## config.mk

```make
export PLATFORM = sky130hd
export DESIGN_NAME = load_store_unit
export DESIGN_NICKNAME = d
export VERILOG_FILES = /design/src/rtl/load_store_unit.sv
export SDC_FILE = /design/constraint.sdc
export NUM_CORES = 1
export LEC_CHECK = 0
export ABC_AREA = 1
export CAP_MARGIN = 15
export CORE_MARGIN = 4
export CORE_UTILIZATION = 41
export DETAILED_ROUTE_END_ITERATION = 10
export PLACE_DENSITY = 0.74
export SLEW_MARGIN = 20
export SYNTH_ARGS = -nofsm -noshare
export SYNTH_HDL_FRONTEND = slang
export SYNTH_SLANG_ARGS = --single-unit
```

## constraint.sdc

```tcl
create_clock -name clk -period 3.5 [get_ports clk]
set_clock_uncertainty 0.1 [all_clocks]
set_input_delay 0.525 -clock clk [delete_from_list [all_inputs] [get_ports clk]]
set_output_delay 0.525 -clock clk [all_outputs]
set_load 0.02 [all_outputs]
```

## src/rtl/load_store_unit.sv

```systemverilog
// rtl/load_store_unit.sv - RV32I load/store unit with req/ack data-memory bus
//
// Purpose: takes the ALU result as the effective address for loads and stores.
// Drives a word-wide data-memory bus with byte enables and lane-replicated
// store data, and returns sign- or zero-extended load data. Misaligned
// accesses, illegal funct3 values and bus timeouts are returned as faults.
//
// Ports:
//   clk, reset              clock; asynchronous active-high reset
//   mem_en, mem_we, funct3  request from the execute stage, sampled in IDLE
//   addr, wdata             effective address and store data (rs2)
//   stall                   holds the pipeline while a request is pending
//   rdata, resp_valid,      one-cycle response; fault qualifies resp_valid
//   fault
//   dmem_req, dmem_we,      data-memory bus request side
//   dmem_addr, dmem_be,
//   dmem_wdata
//   dmem_ack, dmem_rdata    data-memory bus completion side

module load_store_unit #(
  parameter int unsigned TIMEOUT = 255,
  parameter int unsigned CNT_W   = 8
) (
  input  logic        clk,
  input  logic        reset,
  input  logic        mem_en,
  input  logic        mem_we,
  input  logic [2:0]  funct3,
  input  logic [31:0] addr,
  input  logic [31:0] wdata,
  output logic        stall,
  output logic [31:0] rdata,
  output logic        resp_valid,
  output logic        fault,
  output logic        dmem_req,
  output logic        dmem_we,
  output logic [31:0] dmem_addr,
  output logic [3:0]  dmem_be,
  output logic [31:0] dmem_wdata,
  input  logic        dmem_ack,
  input  logic [31:0] dmem_rdata
);

  typedef enum logic [1:0] {
    IDLE   = 2'd0,
    ACCESS = 2'd1,
    RESP   = 2'd2
  } state_e;

  state_e             state_q, state_d;
  logic [31:0]        addr_q, addr_d;
  logic [31:0]        wdata_q, wdata_d;
  logic [3:0]         be_q, be_d;
  logic [2:0]         funct3_q, funct3_d;
  logic               we_q, we_d;
  logic               req_q, req_d;
  logic               fault_q, fault_d;
  logic [31:0]        rdata_q, rdata_d;
  logic [CNT_W-1:0]   cnt_q, cnt_d;

  logic               legal_c;
  logic               aligned_c;
  logic [3:0]         be_c;
  logic [31:0]        wdata_c;
  logic [31:0]        lane_c;
  logic [15:0]        half_c;
  logic [31:0]        load_c;

  // Request decode works on the live inputs: it only matters in IDLE.
  always_comb begin
    legal_c   = 1'b0;
    aligned_c = 1'b1;
    be_c      = 4'b1111;
    wdata_c   = 32'h0;
    if (mem_we) begin
      legal_c = (funct3 == 3'b000) || (funct3 == 3'b001) || (funct3 == 3'b010);
    end else begin
      legal_c = (funct3 == 3'b000) || (funct3 == 3'b001) || (funct3 == 3'b010) ||
                (funct3 == 3'b100) || (funct3 == 3'b101);
    end
    // funct3[1:0] encodes access width for both loads and stores.
    if (funct3[1:0] == 2'b01) begin
      aligned_c = (addr[0] == 1'b0);
    end else if (funct3[1:0] == 2'b10) begin
      aligned_c = (addr[1:0] == 2'b00);
    end
    if (mem_we) begin
      case (funct3[1:0])
        2'b00: begin
          be_c    = 4'b0001 << addr[1:0];
          wdata_c = {4{wdata[7:0]}};
        end
        2'b01: begin
          be_c    = addr[1] ? 4'b1100 : 4'b0011;
          wdata_c = {2{wdata[15:0]}};
        end
        default: begin
          be_c    = 4'b1111;
          wdata_c = wdata;
        end
      endcase
    end
  end

  // Load extraction uses the latched address and funct3.
  always_comb begin
    lane_c = dmem_rdata >> {addr_q[1:0], 3'b000};
    half_c = addr_q[1] ? dmem_rdata[31:16] : dmem_rdata[15:0];
    case (funct3_q)
      3'b000:  load_c = {{24{lane_c[7]}}, lane_c[7:0]};
      3'b100:  load_c = {24'h0, lane_c[7:0]};
      3'b001:  load_c = {{16{half_c[15]}}, half_c};
      3'b101:  load_c = {16'h0, half_c};
      default: load_c = dmem_rdata;
    endcase
  end

  always_comb begin
    state_d  = state_q;
    addr_d   = addr_q;
    wdata_d  = wdata_q;
    be_d     = be_q;
    funct3_d = funct3_q;
    we_d     = we_q;
    req_d    = req_q;
    fault_d  = fault_q;
    rdata_d  = rdata_q;
    cnt_d    = cnt_q;
    stall    = 1'b0;

    case (state_q)
      IDLE: begin
        stall = mem_en;
        if (mem_en) begin
          addr_d   = addr;
          wdata_d  = wdata_c;
          be_d     = be_c;
          funct3_d = funct3;
          we_d     = mem_we;
          rdata_d  = 32'h0;
          cnt_d    = '0;
          if (legal_c && aligned_c) begin
            state_d = ACCESS;
            req_d   = 1'b1;
            fault_d = 1'b0;
          end else begin
            // Bad requests skip the bus entirely.
            state_d = RESP;
            req_d   = 1'b0;
            fault_d = 1'b1;
          end
        end
      end
      ACCESS: begin
        stall = 1'b1;
        if (dmem_ack) begin
          state_d = RESP;
          req_d   = 1'b0;
          fault_d = 1'b0;
          rdata_d = we_q ? 32'h0 : load_c;
        end else if (cnt_q == CNT_W'(TIMEOUT - 1)) begin
          // This is the TIMEOUT-th cycle spent waiting.
          state_d = RESP;
          req_d   = 1'b0;
          fault_d = 1'b1;
          rdata_d = 32'h0;
        end else begin
          cnt_d = cnt_q + 1'b1;
        end
      end
      RESP: begin
        state_d = IDLE;
      end
      default: begin
        state_d = IDLE;
        req_d   = 1'b0;
      end
    endcase
  end

  always_ff @(posedge clk or posedge reset) begin
    if (reset) begin
      state_q  <= IDLE;
      addr_q   <= 32'h0;
      wdata_q  <= 32'h0;
      be_q     <= 4'h0;
      funct3_q <= 3'h0;
      we_q     <= 1'b0;
      req_q    <= 1'b0;
      fault_q  <= 1'b0;
      rdata_q  <= 32'h0;
      cnt_q    <= '0;
    end else begin
      state_q  <= state_d;
      addr_q   <= addr_d;
      wdata_q  <= wdata_d;
      be_q     <= be_d;
      funct3_q <= funct3_d;
      we_q     <= we_d;
      req_q    <= req_d;
      fault_q  <= fault_d;
      rdata_q  <= rdata_d;
      cnt_q    <= cnt_d;
    end
  end

  assign dmem_req   = req_q;
  assign dmem_we    = we_q & req_q;
  assign dmem_addr  = {addr_q[31:2], 2'b00};
  assign dmem_be    = be_q;
  assign dmem_wdata = wdata_q;
  assign resp_valid = (state_q == RESP);
  assign fault      = resp_valid & fault_q;
  assign rdata      = rdata_q;

endmodule

```

==> After elaboration in Yosys (flattened, before gate mapping) <==
Cells that the tools add are included.
{ "word_totals": {"ff_bits": 116, "in_bits": 104, "out_inout_bits": 105} }
{ "op_classes": {"add_sub_neg": 1, "n_eq_ne": 16, "n_shift": 2, "muxes": 35, "bitwise_logic": 4, "n_reduce_logical": 16} }
{ "ops": {"columns": ["cell", "n"], "rows": [
  ["32-bit 2-to-1 mux", 5],
  ["32-bit one-hot mux with 2 select lines", 2],
  ["32-bit one-hot mux with 4 select lines", 1],
  ["32-bit by 5-bit >> shifter with 8-bit output", 1],
  ["8-bit 2-to-1 mux", 3],
  ["16-bit 2-to-1 mux", 1],
  ["8-bit one-hot mux with 2 select lines", 1],
  ["3-bit == test, second input constant", 4],
  ["1-bit 2-to-1 mux", 11],
  ["8-bit by 1-bit adder with 8-bit output, second input constant", 1],
  ["8-bit == test, second input constant", 1],
  ["2-bit 2-to-1 mux", 4],
  ["4-bit 2-to-1 mux", 2],
  ["4-bit one-hot mux with 2 select lines", 1],
  ["3-bit by 1-bit == test with 1-bit output, second input constant", 2],
  ["2-bit zero test", 3],
  ["3-bit zero test", 2],
  ["2-bit != test, second input constant", 3],
  ["3-bit AND reduction", 2],
  ["2-bit by 1-bit == test with 1-bit output, second input constant", 2],
  ["2-bit == test, second input constant", 2],
  ["1-bit logical OR", 4],
  ["1-bit one-hot mux with 2 select lines", 2],
  ["2-bit one-hot mux with 2 select lines", 1],
  ["other kinds (10)", 13]
]} }

==> Longest topological paths before layout <==
Gate-level depths: netlist of the first run.
{ "logic_depth": {"word_depth": 10, "depth_mapped": 12, "ltp_nobuf": 11} }

==> Least setup slack after synthesis of the first run <==
OpenSTA, ideal clock, no wires.
{ "synth_path": {"kind": "reg-to-output", "startpoint": "register state_q[0]", "endpoint": "output port fault", "arrival_time_ps": 1166, "required_time_ps": 2875, "slack_ps": 1709, "path_stages_with_launch": 4, "path_buffers": 0, "cell_sequence": "dfrtp_1 -> nor2_1 -> inv_1 -> nor2_1"} }
{ "synth_via": {"elab_chain_cells": 2} }
{ "synth_lines": {"columns": ["item", "line", "rtl"], "rows": [
  ["start, declared", "50", "state_e state_q, state_d;"],
  ["start signal, assigned", "194", "state_q <= state_d;"],
  ["2-bit == test", "212", "assign resp_valid = (state_q == RESP);"],
  ["net resp_valid", "33", "output logic resp_valid,"],
  ["1-bit AND", "213", "assign fault = resp_valid & fault_q;"],
  ["end, declared", "34", "output logic fault,"]
]} }
The timed path passes the listed nets, and every way through them passes these cells.

==> Worst setup path after layout of the first run <==
{ "layout_path": {"startpoint": "register state_q[0]", "endpoint": "output port stall"} }
{ "layout_via": {"elab_chain_cells": 2} }
{ "layout_lines": {"columns": ["item", "line", "rtl"], "rows": [
  ["2-bit by 1-bit == test with 1-bit output or 2-bit zero test (tied branches)", "131", "case (state_q)"],
  ["1-bit one-hot mux with 2 select lines *", "131", null],
  ["end, declared", "31", "output logic stall,"]
]} }
Every way passes the cells marked *; elsewhere a longest branch is shown, timed or not.

==> results_dict.tcl, run 1 <==
set metrics [dict create \
    run_status "finished, final reports clean" \
    design.die.area_sq_um 16100 \
    filler_cell_count 1233 \
    ctsHtreeMaxLevel 4 \
    cts.root.buffer_cell "sky130_fd_sc_hd__clkbuf_16" \
    mappedNetlistArea_sq_um 5790 \
    grt_setup_unrepaired "false" \
    maximum_number_of_pins_on_one_net_before_global_route_repair 63 \
    final-hold-violation-count 0 \
    total_track_usage_pct 21.6 \
    grt_pass1_vias 5331 \
    critical_path_peak_fanout 8 \
    synth_area_per_cell_sq_um 7.96 \
    power.density_nw_per_um2 644 \
    die_width_um 127 \
    worst_slew_margin_rel_pct 57.0 \
    worst_slew_pin_slew_ns 0.645 \
    finalNetCount 1002 \
    max_cap_violations 0 \
    final_area_sq_um 8310 \
    place.detailed.hpwl_um 12300 \
    synth.lib_cells_used.distinct 28 \
    drt-wirelength-per-cell_um 16.0 \
    worst-setup-path-type "reg2out" \
    final_layout_size_suffix_gt1_share_pct 7.81 \
    worst_skew_pair.late_latency_ns 0.41 \
    cts_tree "yes" \
    cts.reportedPaths.clkPinSlew_ns 0.06 \
    critical_path.endpoint_type "output pin" \
    placed_cells 1057 \
    cts_hold_buffers 0 \
    ir_drop_mv 0.389 \
    place.port_buffers 206 \
    setup_viol_count_final 0 \
    timing.critical_path.from_type "register" \
    clk_path_buf_depth 2 \
    cts-buffers-inserted 17 \
    path_cells "inv_2 -> nor2_4 -> inv_1 -> nand2_1 -> clkdlybuf4s50_1" \
    final.setup.tns_ns 0 \
    drt.antenna.violating_nets 0 \
    synth_sequential_area_ratio_pct 50.2 \
    max_clock_freq_mhz 378 \
    cpPeakStageDelay_ns 0.63 \
    dpl_cell_area_sq_um 7730 \
    min-delay-path-class "reg2reg" \
    timing.final.crit_share_pct 75.7 \
    global_route.overflow_total 0 \
    power_mw 5.35 \
    placementRows 43 \
    area_growth_syn_to_layout_pct 43.7 \
    synth.yosys.warnings 0 \
    post-route-min-period_ns 2.65 \
    cts.repair_timing.setup_buffer_count 0 \
    hold_ws_ns 0.370 \
    grt_first_pass_wirelength_um 27500 \
    post_layout_utilization_of_the_core_pct 60.1 \
    place_congestion 0.881 \
    final_critical_path_setup_slack_ns 0.852 \
    netlist_instances 727 \
    final-instance-count-excl-fill 1089 \
    io-pin-count 209 \
    core_region_area_sq_um 13800 \
    leakage_nw 3.99 \
    dr.pass1.iters 5 \
    initial_core_util_pct 41.9 \
    detailed_route_wl_um 17400 \
    mostFrequentLayoutCells "sky130_fd_sc_hd__nand2_1 (297), sky130_fd_sc_hd__clkdlybuf4s50_1 (206), sky130_fd_sc_hd__dfrtp_1 (116)" \
    die_h_um 127 \
    via_count 5351 \
    most_frequent_standard_cell_in_the_layout_excluding_fill_and_tap_cells "sky130_fd_sc_hd__nand2_1" \
    drt_first_iter_violations 426 \
    synth_seq_cells 116 \
    antennaDiodeCount 0 \
    detail_route.drc_violations 0 \
    placement.setup.worst_slack_ns 0.798 \
    timing.final.max_slew_violations 0 \
    via_density 4.91 \
    cts.sink_count 116 \
    ctsResizeCount 0 \
    worst_path_max_delay_cell "sky130_fd_sc_hd__clkdlybuf4s50_1" \
    worst-endpoint-required_ns 2.87 \
    arr_time_crit_path_ns 2.02 \
    antenna_violations_before_repair 0 \
]
[synth_stat cells, drive strengths merged]
cell,instances,area (sq um)
nand4,10,62.6
ha,2,25.0
o211ai,1,7.51
clkbuf,13,48.8
or2,6,37.5
a21oi,9,45.0
o21ai,79,433
conb,1,3.75
nor2,32,155
buf,49,357
mux2i,8,80.1
nand3,34,170
nand2,303,1160
o22ai,10,62.6
dfrtp,116,2900
a21o,3,22.5
inv,43,161
nor3,4,20.0
xor2,4,35.0
[registers in the layout, indices dropped and copies added, names as in the netlist]
register,cells
addr_q,32
dmem_wdata,32
rdata,32
cnt_q,8
dmem_be,4
funct3_q,3
state_q,2
dmem_req,1
fault_q,1
we_q,1
[report_power, final]
group | internal, mW | leakage [nW] | total (mW) | switching (mW)
logic | 0.769 | 2.20 | 1.80 | 1.03
clock network | 1.08 | 0.290 | 1.71 | 0.624
registers | 1.62 | 1.50 | 1.84 | 0.219
[final cells by class]
type	count	area [sq um]	area share, %
clock buffer	20	457	5.49
tap	180	225	2.71
sequential	116	2900	34.9
multi-input combinational	507	2320	27.9
clock inverter	12	131	1.58
timing repair buffer	211	2110	25.4
inverter	43	165	1.99
[critical path: cells and delay by family (launching register included)]
kind,cells,cell delay (ns)
buffers and inverters,3,0.85
flip-flops,1,0.43
AND/OR/NAND/NOR,2,0.33
[logic make-up after synthesis]
kind of cell / after synthesis / synth area share (%)
simple gates: 389 / 27.7
mux: 8 / 1.38
other cells: 1 / 0.0648
xor+xnor: 4 / 0.605
fa+ha+maj: 2 / 0.432
compound gates: 102 / 9.86
flops: 116 / 50.2
buf+inv: 105 / 9.79
[final timing paths]
path	slack, ns	startpoint	to	cells past startpoint
setup / recovery	0.85	state_q[0]	stall	5
hold / removal	0.37	addr_q[15]	addr_q[15]	2
setup reg to reg	1.16	addr_q[1]	rdata[25]	7
hold reg to reg	0.37	addr_q[15]	addr_q[15]	2
max in group asynchronous	2.10	reset	dmem_wdata[2]	3
min in group asynchronous	0.43	reset	addr_q[16]	2
[metal layers]
metal / up-vias / wire (um) / track usage (%)
met5: - / 0 / 0
met4: 0 / 412 / 7.95
met3: 30 / 1640 / 9.01
met2: 226 / 8180 / 33.9
met1: 2473 / 7160 / 26.7
li1: 2622 / - / -
No activity file was read; power rests on OpenSTA's default activity.
==> run 2, diff against run 1 <==
==> constraint.sdc (replaced) <==
create_clock -name clk -period 2.3 [get_ports clk]
set_clock_uncertainty 0.1 [all_clocks]
set_input_delay 0.345 -clock clk [delete_from_list [all_inputs] [get_ports clk]]
set_output_delay 0.345 -clock clk [all_outputs]
set_load 0.02 [all_outputs]
==> run 2 against run 1 <==
Compared with the run above: cell count is 0.73% higher; critical path depth is the same; non-clock buffer count is 8 higher; clock power is 56% higher; worst setup slack got worse by 0.71 ns; wire length decreased by 0.96%; worst hold slack lost 0.042 ns; count of clock-buffer cells in the layout is 1 lower; total power increased by 54%; utilization is 0.72 points higher; largest cell class unchanged.
==> results_dict.tcl, run 2 (synthesized netlist as in run 1, its figures left out) <==
set metrics [dict create \
    final_area_sq_um 8410 \
    global_route.overflow_total 0 \
    psw_mw 2.85 \
    dr.pass1.iters 7 \
    design.die.area_sq_um 16100 \
    filler_cell_count 1220 \
    sequential_share_of_power_pct 33.6 \
    total_track_usage_pct 21.6 \
    cts.root.buffer_cell "sky130_fd_sc_hd__clkbuf_16" \
    worst_slew_pin_slew_ns 0.646 \
    critical_path_peak_fanout 8 \
    grt_setup_unrepaired "false" \
    via_density 4.88 \
    place_congestion 0.899 \
    io-pin-count 209 \
    area.sequential_sq_um 2900 \
    timing.critical_path.from_type "register" \
    area_growth_syn_to_layout_pct 45.4 \
    min-delay-path-class "in2async" \
    grt_pass1_vias 5357 \
    placementRows 43 \
    power.density_nw_per_um2 982 \
    most_frequent_standard_cell_in_the_layout_excluding_fill_and_tap_cells "sky130_fd_sc_hd__nand2_1" \
    die_h_um 127 \
    leakage_nw 4.06 \
    timing.final.max_slew_violations 0 \
    core_region_area_sq_um 13800 \
    antennaDiodeCount 0 \
    maximum_number_of_pins_on_one_net_before_global_route_repair 117 \
    final.setup.tns_ns 0 \
    critical_path.endpoint_type "output pin" \
    mostFrequentLayoutCells "sky130_fd_sc_hd__nand2_1 (297), sky130_fd_sc_hd__clkdlybuf4s50_1 (204), sky130_fd_sc_hd__dfrtp_1 (116)" \
    drt.antenna.violating_nets 0 \
    dpl_cell_area_sq_um 7810 \
    final-hold-violation-count 0 \
    p_comb_share_pct 34.0 \
    final-instance-count-excl-fill 1097 \
    ctsHtreeMaxLevel 4 \
    timing.final.crit_share_pct 94.0 \
    p_int_mw 5.41 \
    power_switching_share_pct 34.5 \
    arr_time_crit_path_ns 1.72 \
    max_clock_freq_mhz 463 \
    place.port_buffers 206 \
    cts.reportedPaths.clkPinSlew_ns 0.05 \
    max_cap_violations 0 \
    cts_tree "yes" \
    power.clock.fraction_pct 32.4 \
    cts-buffers-inserted 17 \
    drt-wirelength-per-cell_um 15.7 \
    area_of_the_multi_input_gates_sq_um 2320 \
    worst_slew_margin_rel_pct 56.9 \
    cts.repair_timing.setup_buffer_count 0 \
    finalNetCount 1010 \
    grt_first_pass_wirelength_um 27600 \
    detailed_route_wl_um 17200 \
    place.detailed.hpwl_um 12300 \
    clk_path_buf_depth 2 \
    via_count 5354 \
    worst_skew_pair.late_latency_ns 0.40 \
    post_layout_utilization_of_the_core_pct 60.9 \
    final_layout_size_suffix_gt1_share_pct 8.62 \
    detail_route.drc_violations 0 \
    drt_first_iter_violations 524 \
    setup_viol_count_final 0 \
    ir_drop_mv 0.593 \
    antenna_violations_before_repair 0 \
    placed_cells 1065 \
    run_status "finished, final reports clean" \
    cts.sink_count 116 \
    initial_core_util_pct 41.9 \
    post-route-min-period_ns 2.16 \
    worst-endpoint-required_ns 1.86 \
    die_width_um 127 \
    worst-setup-path-type "reg2out" \
]
## run 2: cell count changes in the layout (fill, tap and decap cells not counted), sizes merged, moves of 2 or more
cell | previous run | this run
clkdlybuf4s50 | 206 | 204
clkinvlp | 2 | 4
buf | 5 | 13
clkinv | 9 | 7
## run 2: layout make-up
type                    count  share of cell area, %
clock buffers              19                   5.26
inverters                  43                   1.96
repair buffers            219                   26.1
clock inverters            13                   1.89
flip-flops and latches    116                   34.5
well taps                 180                   2.68
multi-input cells         507                   27.6
## run 2: what timing repair did
item / 4_1_cts / 5_1_grt
endpoints found under the setup margin: 1 / 1
pin swaps: 0 / 0
endpoints found under the hold margin: 0 / 0
hold buffers: 0 / 0
gates resized for setup: 1 / 1
cloned: 0 / 0
## run 2: per-stage QoR
step / worst slack, ns / hold WS [ns] / total power [mW]
after floorplan: 0.442 / 0.343 / 4.48
after global placement: 0.159 / 0.353 / 5.60
after detailed placement: 0.154 / 0.357 / 5.63
after CTS: 0.0599 / 0.353 / 8.35
after global routing: 0.0352 / 0.361 / 8.73
final: 0.138 / 0.328 / 8.26
## run 2: power groups by stage
| stage | Clock [mW] | Sequential (mW) | Combinational [mW] |
|---|---|---|---|
| floorplan | 0 | 3.00 | 1.48 |
| global placement | 0 | 2.79 | 2.81 |
| detailed placement | 0 | 2.79 | 2.83 |
| CTS | 2.73 | 2.78 | 2.84 |
| global route | 2.83 | 2.84 | 3.06 |
| finish | 2.67 | 2.78 | 2.81 |
## run 2: layer usage
metal  GRT usage (%)  wire length (um)
met1            26.9              7110
met5               0                 0
met3            7.62              1560
met4            9.27               389
met2            34.0              8170
## run 2: path summary, 6_finish.rpt
path                             start  slack, ns    endpoint  cells after the start
hold / removal                   reset       0.33  addr_q[27]                      3
min in group clk            addr_q[10]       0.37  addr_q[10]                      2
setup / recovery            state_q[0]       0.14       stall                      5
hold reg to reg             addr_q[10]       0.37  addr_q[10]                      2
setup reg to reg           funct3_q[1]       0.29    rdata[9]                      7
max in group asynchronous        reset       1.25    cnt_q[4]                      3
## run 2: critical path, cell delays in order (launching register included)
cell and delay, ns:
sky130_fd_sc_hd__dfrtp_1 0.43, sky130_fd_sc_hd__inv_2 0.08, sky130_fd_sc_hd__nor2_4 0.19, sky130_fd_sc_hd__inv_1 0.13, sky130_fd_sc_hd__nand2_1 0.13, sky130_fd_sc_hd__dlygate4sd2_1 0.35
==> run 3, diff against run 2 <==
--- a/config.mk
+++ b/config.mk
@@ -8,9 +8,9 @@
 export ABC_AREA = 1
 export CAP_MARGIN = 15
 export CORE_MARGIN = 4
-export CORE_UTILIZATION = 41
+export CORE_UTILIZATION = 49
 export DETAILED_ROUTE_END_ITERATION = 10
-export PLACE_DENSITY = 0.74
+export PLACE_DENSITY = 0.84
 export SLEW_MARGIN = 20
 export SYNTH_ARGS = -nofsm -noshare
 export SYNTH_HDL_FRONTEND = slang
==> constraint.sdc (replaced) <==
create_clock -name clk -period 2.6 [get_ports clk]
set_clock_uncertainty 0.1 [all_clocks]
set_input_delay 0.39 -clock clk [delete_from_list [all_inputs] [get_ports clk]]
set_output_delay 0.39 -clock clk [all_outputs]
set_load 0.02 [all_outputs]
==> run 3 against run 2 <==
Compared with the run above: critical path type unchanged; clock power is 16% lower; count of clock-buffer cells in the layout stayed put; cell area is 1.2% lower; cell count is 3.6% lower; sequential share of layout area is 0.44 points higher; sequential power is 12% lower; register-to-register slack better by 0.20 ns; global-route usage is 3.6 points higher; utilization is 12 points higher; worst setup slack worse by 0.011 ns; first-iteration DRC count is 18% lower; total power is 13% lower.
==> results_dict.tcl, run 3 (synthesized netlist as in run 1, its figures left out) <==
set metrics [dict create \
    ctsResizeCount 0 \
    grt_first_pass_wirelength_um 26300 \
    post_layout_utilization_of_the_core_pct 72.5 \
    final_critical_path_setup_slack_ns 0.128 \
    io-pin-count 209 \
    hold_ws_ns 0.289 \
    max_clock_freq_mhz 404 \
    met3_wirelength_um 1800 \
    worst_skew_pair.late_latency_ns 0.41 \
    drt-wirelength-per-cell_um 16.0 \
    detail_route.drc_violations 0 \
    via_density 5.11 \
    timing.final.crit_share_pct 95.1 \
    drt.antenna.violating_nets 0 \
    detailed_route_wl_um 17000 \
    power.density_nw_per_um2 862 \
    setup_viol_count_final 0 \
    final_area_sq_um 8310 \
    cts.root.buffer_cell "sky130_fd_sc_hd__clkbuf_16" \
    run_status "finished, final reports clean" \
    clk_path_buf_depth 2 \
    arr_time_crit_path_ns 1.98 \
    grt_pass1_vias 5225 \
    grt_setup_unrepaired "false" \
    drt-met1-wl_um 6950 \
    finalNetCount 1007 \
    cts.reportedPaths.clkPinSlew_ns 0.06 \
    dr.pass1.iters 5 \
    via_count 5405 \
    worst_slew_pin_slew_ns 0.633 \
    die_width_um 117 \
    mostFrequentLayoutCells "sky130_fd_sc_hd__nand2_1 (297), sky130_fd_sc_hd__clkdlybuf4s50_1 (206), sky130_fd_sc_hd__dfrtp_1 (116)" \
    max_cap_violations 0 \
    final-hold-violation-count 0 \
    place.port_buffers 206 \
    dpl_cell_area_sq_um 7730 \
    worst_slew_margin_rel_pct 57.5 \
    most_frequent_standard_cell_in_the_layout_excluding_fill_and_tap_cells "sky130_fd_sc_hd__nand2_1" \
    final.setup.tns_ns 0 \
    core_region_area_sq_um 11500 \
    drt_first_iter_violations 430 \
    placement.setup.worst_slack_ns 0.323 \
    final-instance-count-excl-fill 1057 \
    initial_core_util_pct 50.5 \
    global_route.overflow_total 0 \
    timing.critical_path.from_type "register" \
    ctsHtreeMaxLevel 4 \
    placementRows 39 \
    cts_hold_buffers 0 \
    cts-buffers-inserted 17 \
    cts.repair_timing.setup_buffer_count 0 \
    power_mw 7.17 \
    final_layout_size_suffix_gt1_share_pct 8.42 \
    place_congestion 0.977 \
    cts_tree "yes" \
    design.die.area_sq_um 13600 \
    placed_cells 1025 \
    post-route-min-period_ns 2.47 \
    place.detailed.hpwl_um 12300 \
    routed_wire_length_on_met2_um 7880 \
    leakage_nw 3.99 \
    timing.final.max_slew_violations 0 \
    maximum_number_of_pins_on_one_net_before_global_route_repair 63 \
    die_h_um 117 \
    antennaDiodeCount 0 \
    critical_path.endpoint_type "output pin" \
    cts.sink_count 116 \
    antenna_violations_before_repair 0 \
    total_track_usage_pct 25.2 \
    topRoutingLayerUsed "met4" \
    worst-setup-path-type "reg2out" \
    worst-endpoint-required_ns 2.11 \
    area_growth_syn_to_layout_pct 43.6 \
    min-delay-path-class "in2async" \
    ir_drop_mv 0.501 \
    critical_path_peak_fanout 8 \
]
[run 3: changes by cell type in the layout (fill, tap and decap cells not counted), moves of 2 or more]
cell / before / now
sky130_fd_sc_hd__inv_6: 0 / 3
sky130_fd_sc_hd__clkdlybuf4s50_1: 204 / 206
sky130_fd_sc_hd__clkinv_2: 4 / 0
sky130_fd_sc_hd__bufinv_16: 3 / 1
sky130_fd_sc_hd__clkinvlp_4: 4 / 8
sky130_fd_sc_hd__buf_4: 10 / 8
[run 3: layout make-up]
| type | count | area, sq um |
|---|---|---|
| Fill cell | 912 | 3160 |
| Sequential cell | 116 | 2900 |
| Inverter | 43 | 165 |
| Clock inverter | 13 | 126 |
| Clock buffer | 19 | 453 |
| Timing Repair Buffer | 216 | 2160 |
| Tap cell | 143 | 179 |
| Multi-Input combinational cell | 507 | 2320 |
[run 3: report_power, final]
part / switching (mW) / leakage (nW) / total [mW] / internal, mW
Combinational: 1.41 / 2.23 / 2.47 / 1.05
Clock: 0.877 / 0.261 / 2.25 / 1.37
Sequential: 0.266 / 1.50 / 2.45 / 2.18
Total: 2.56 / 3.99 / 7.17 / 4.61
[run 3: layer usage]
metal	up-vias	global-route usage [%]
met1	2501	32.7
met3	25	9.69
met2	249	38.6
met5	-	0
met4	0	8.87
li1	2630	-
[run 3: path summary, 6_finish.rpt]
check / start / endpoint / slack [ns] / cells after the start
max: state_q[0] / stall / 0.13 / 5
min: reset / rdata[2] / 0.29 / 2
max reg2reg: addr_q[0] / rdata[25] / 0.49 / 8
min reg2reg: addr_q[9] / addr_q[9] / 0.37 / 2
max in group asynchronous: reset / dmem_wdata[8] / 1.42 / 3
min in group clk: addr_q[9] / addr_q[9] / 0.37 / 2
[run 3: worst max-delay path: stages (launching register included)]
cell and delay (ns):
sky130_fd_sc_hd__dfrtp_1 0.45, sky130_fd_sc_hd__inv_2 0.08, sky130_fd_sc_hd__nor2_4 0.19, sky130_fd_sc_hd__inv_1 0.12, sky130_fd_sc_hd__nand2_1 0.12, sky130_fd_sc_hd__clkdlybuf4s50_1 0.62
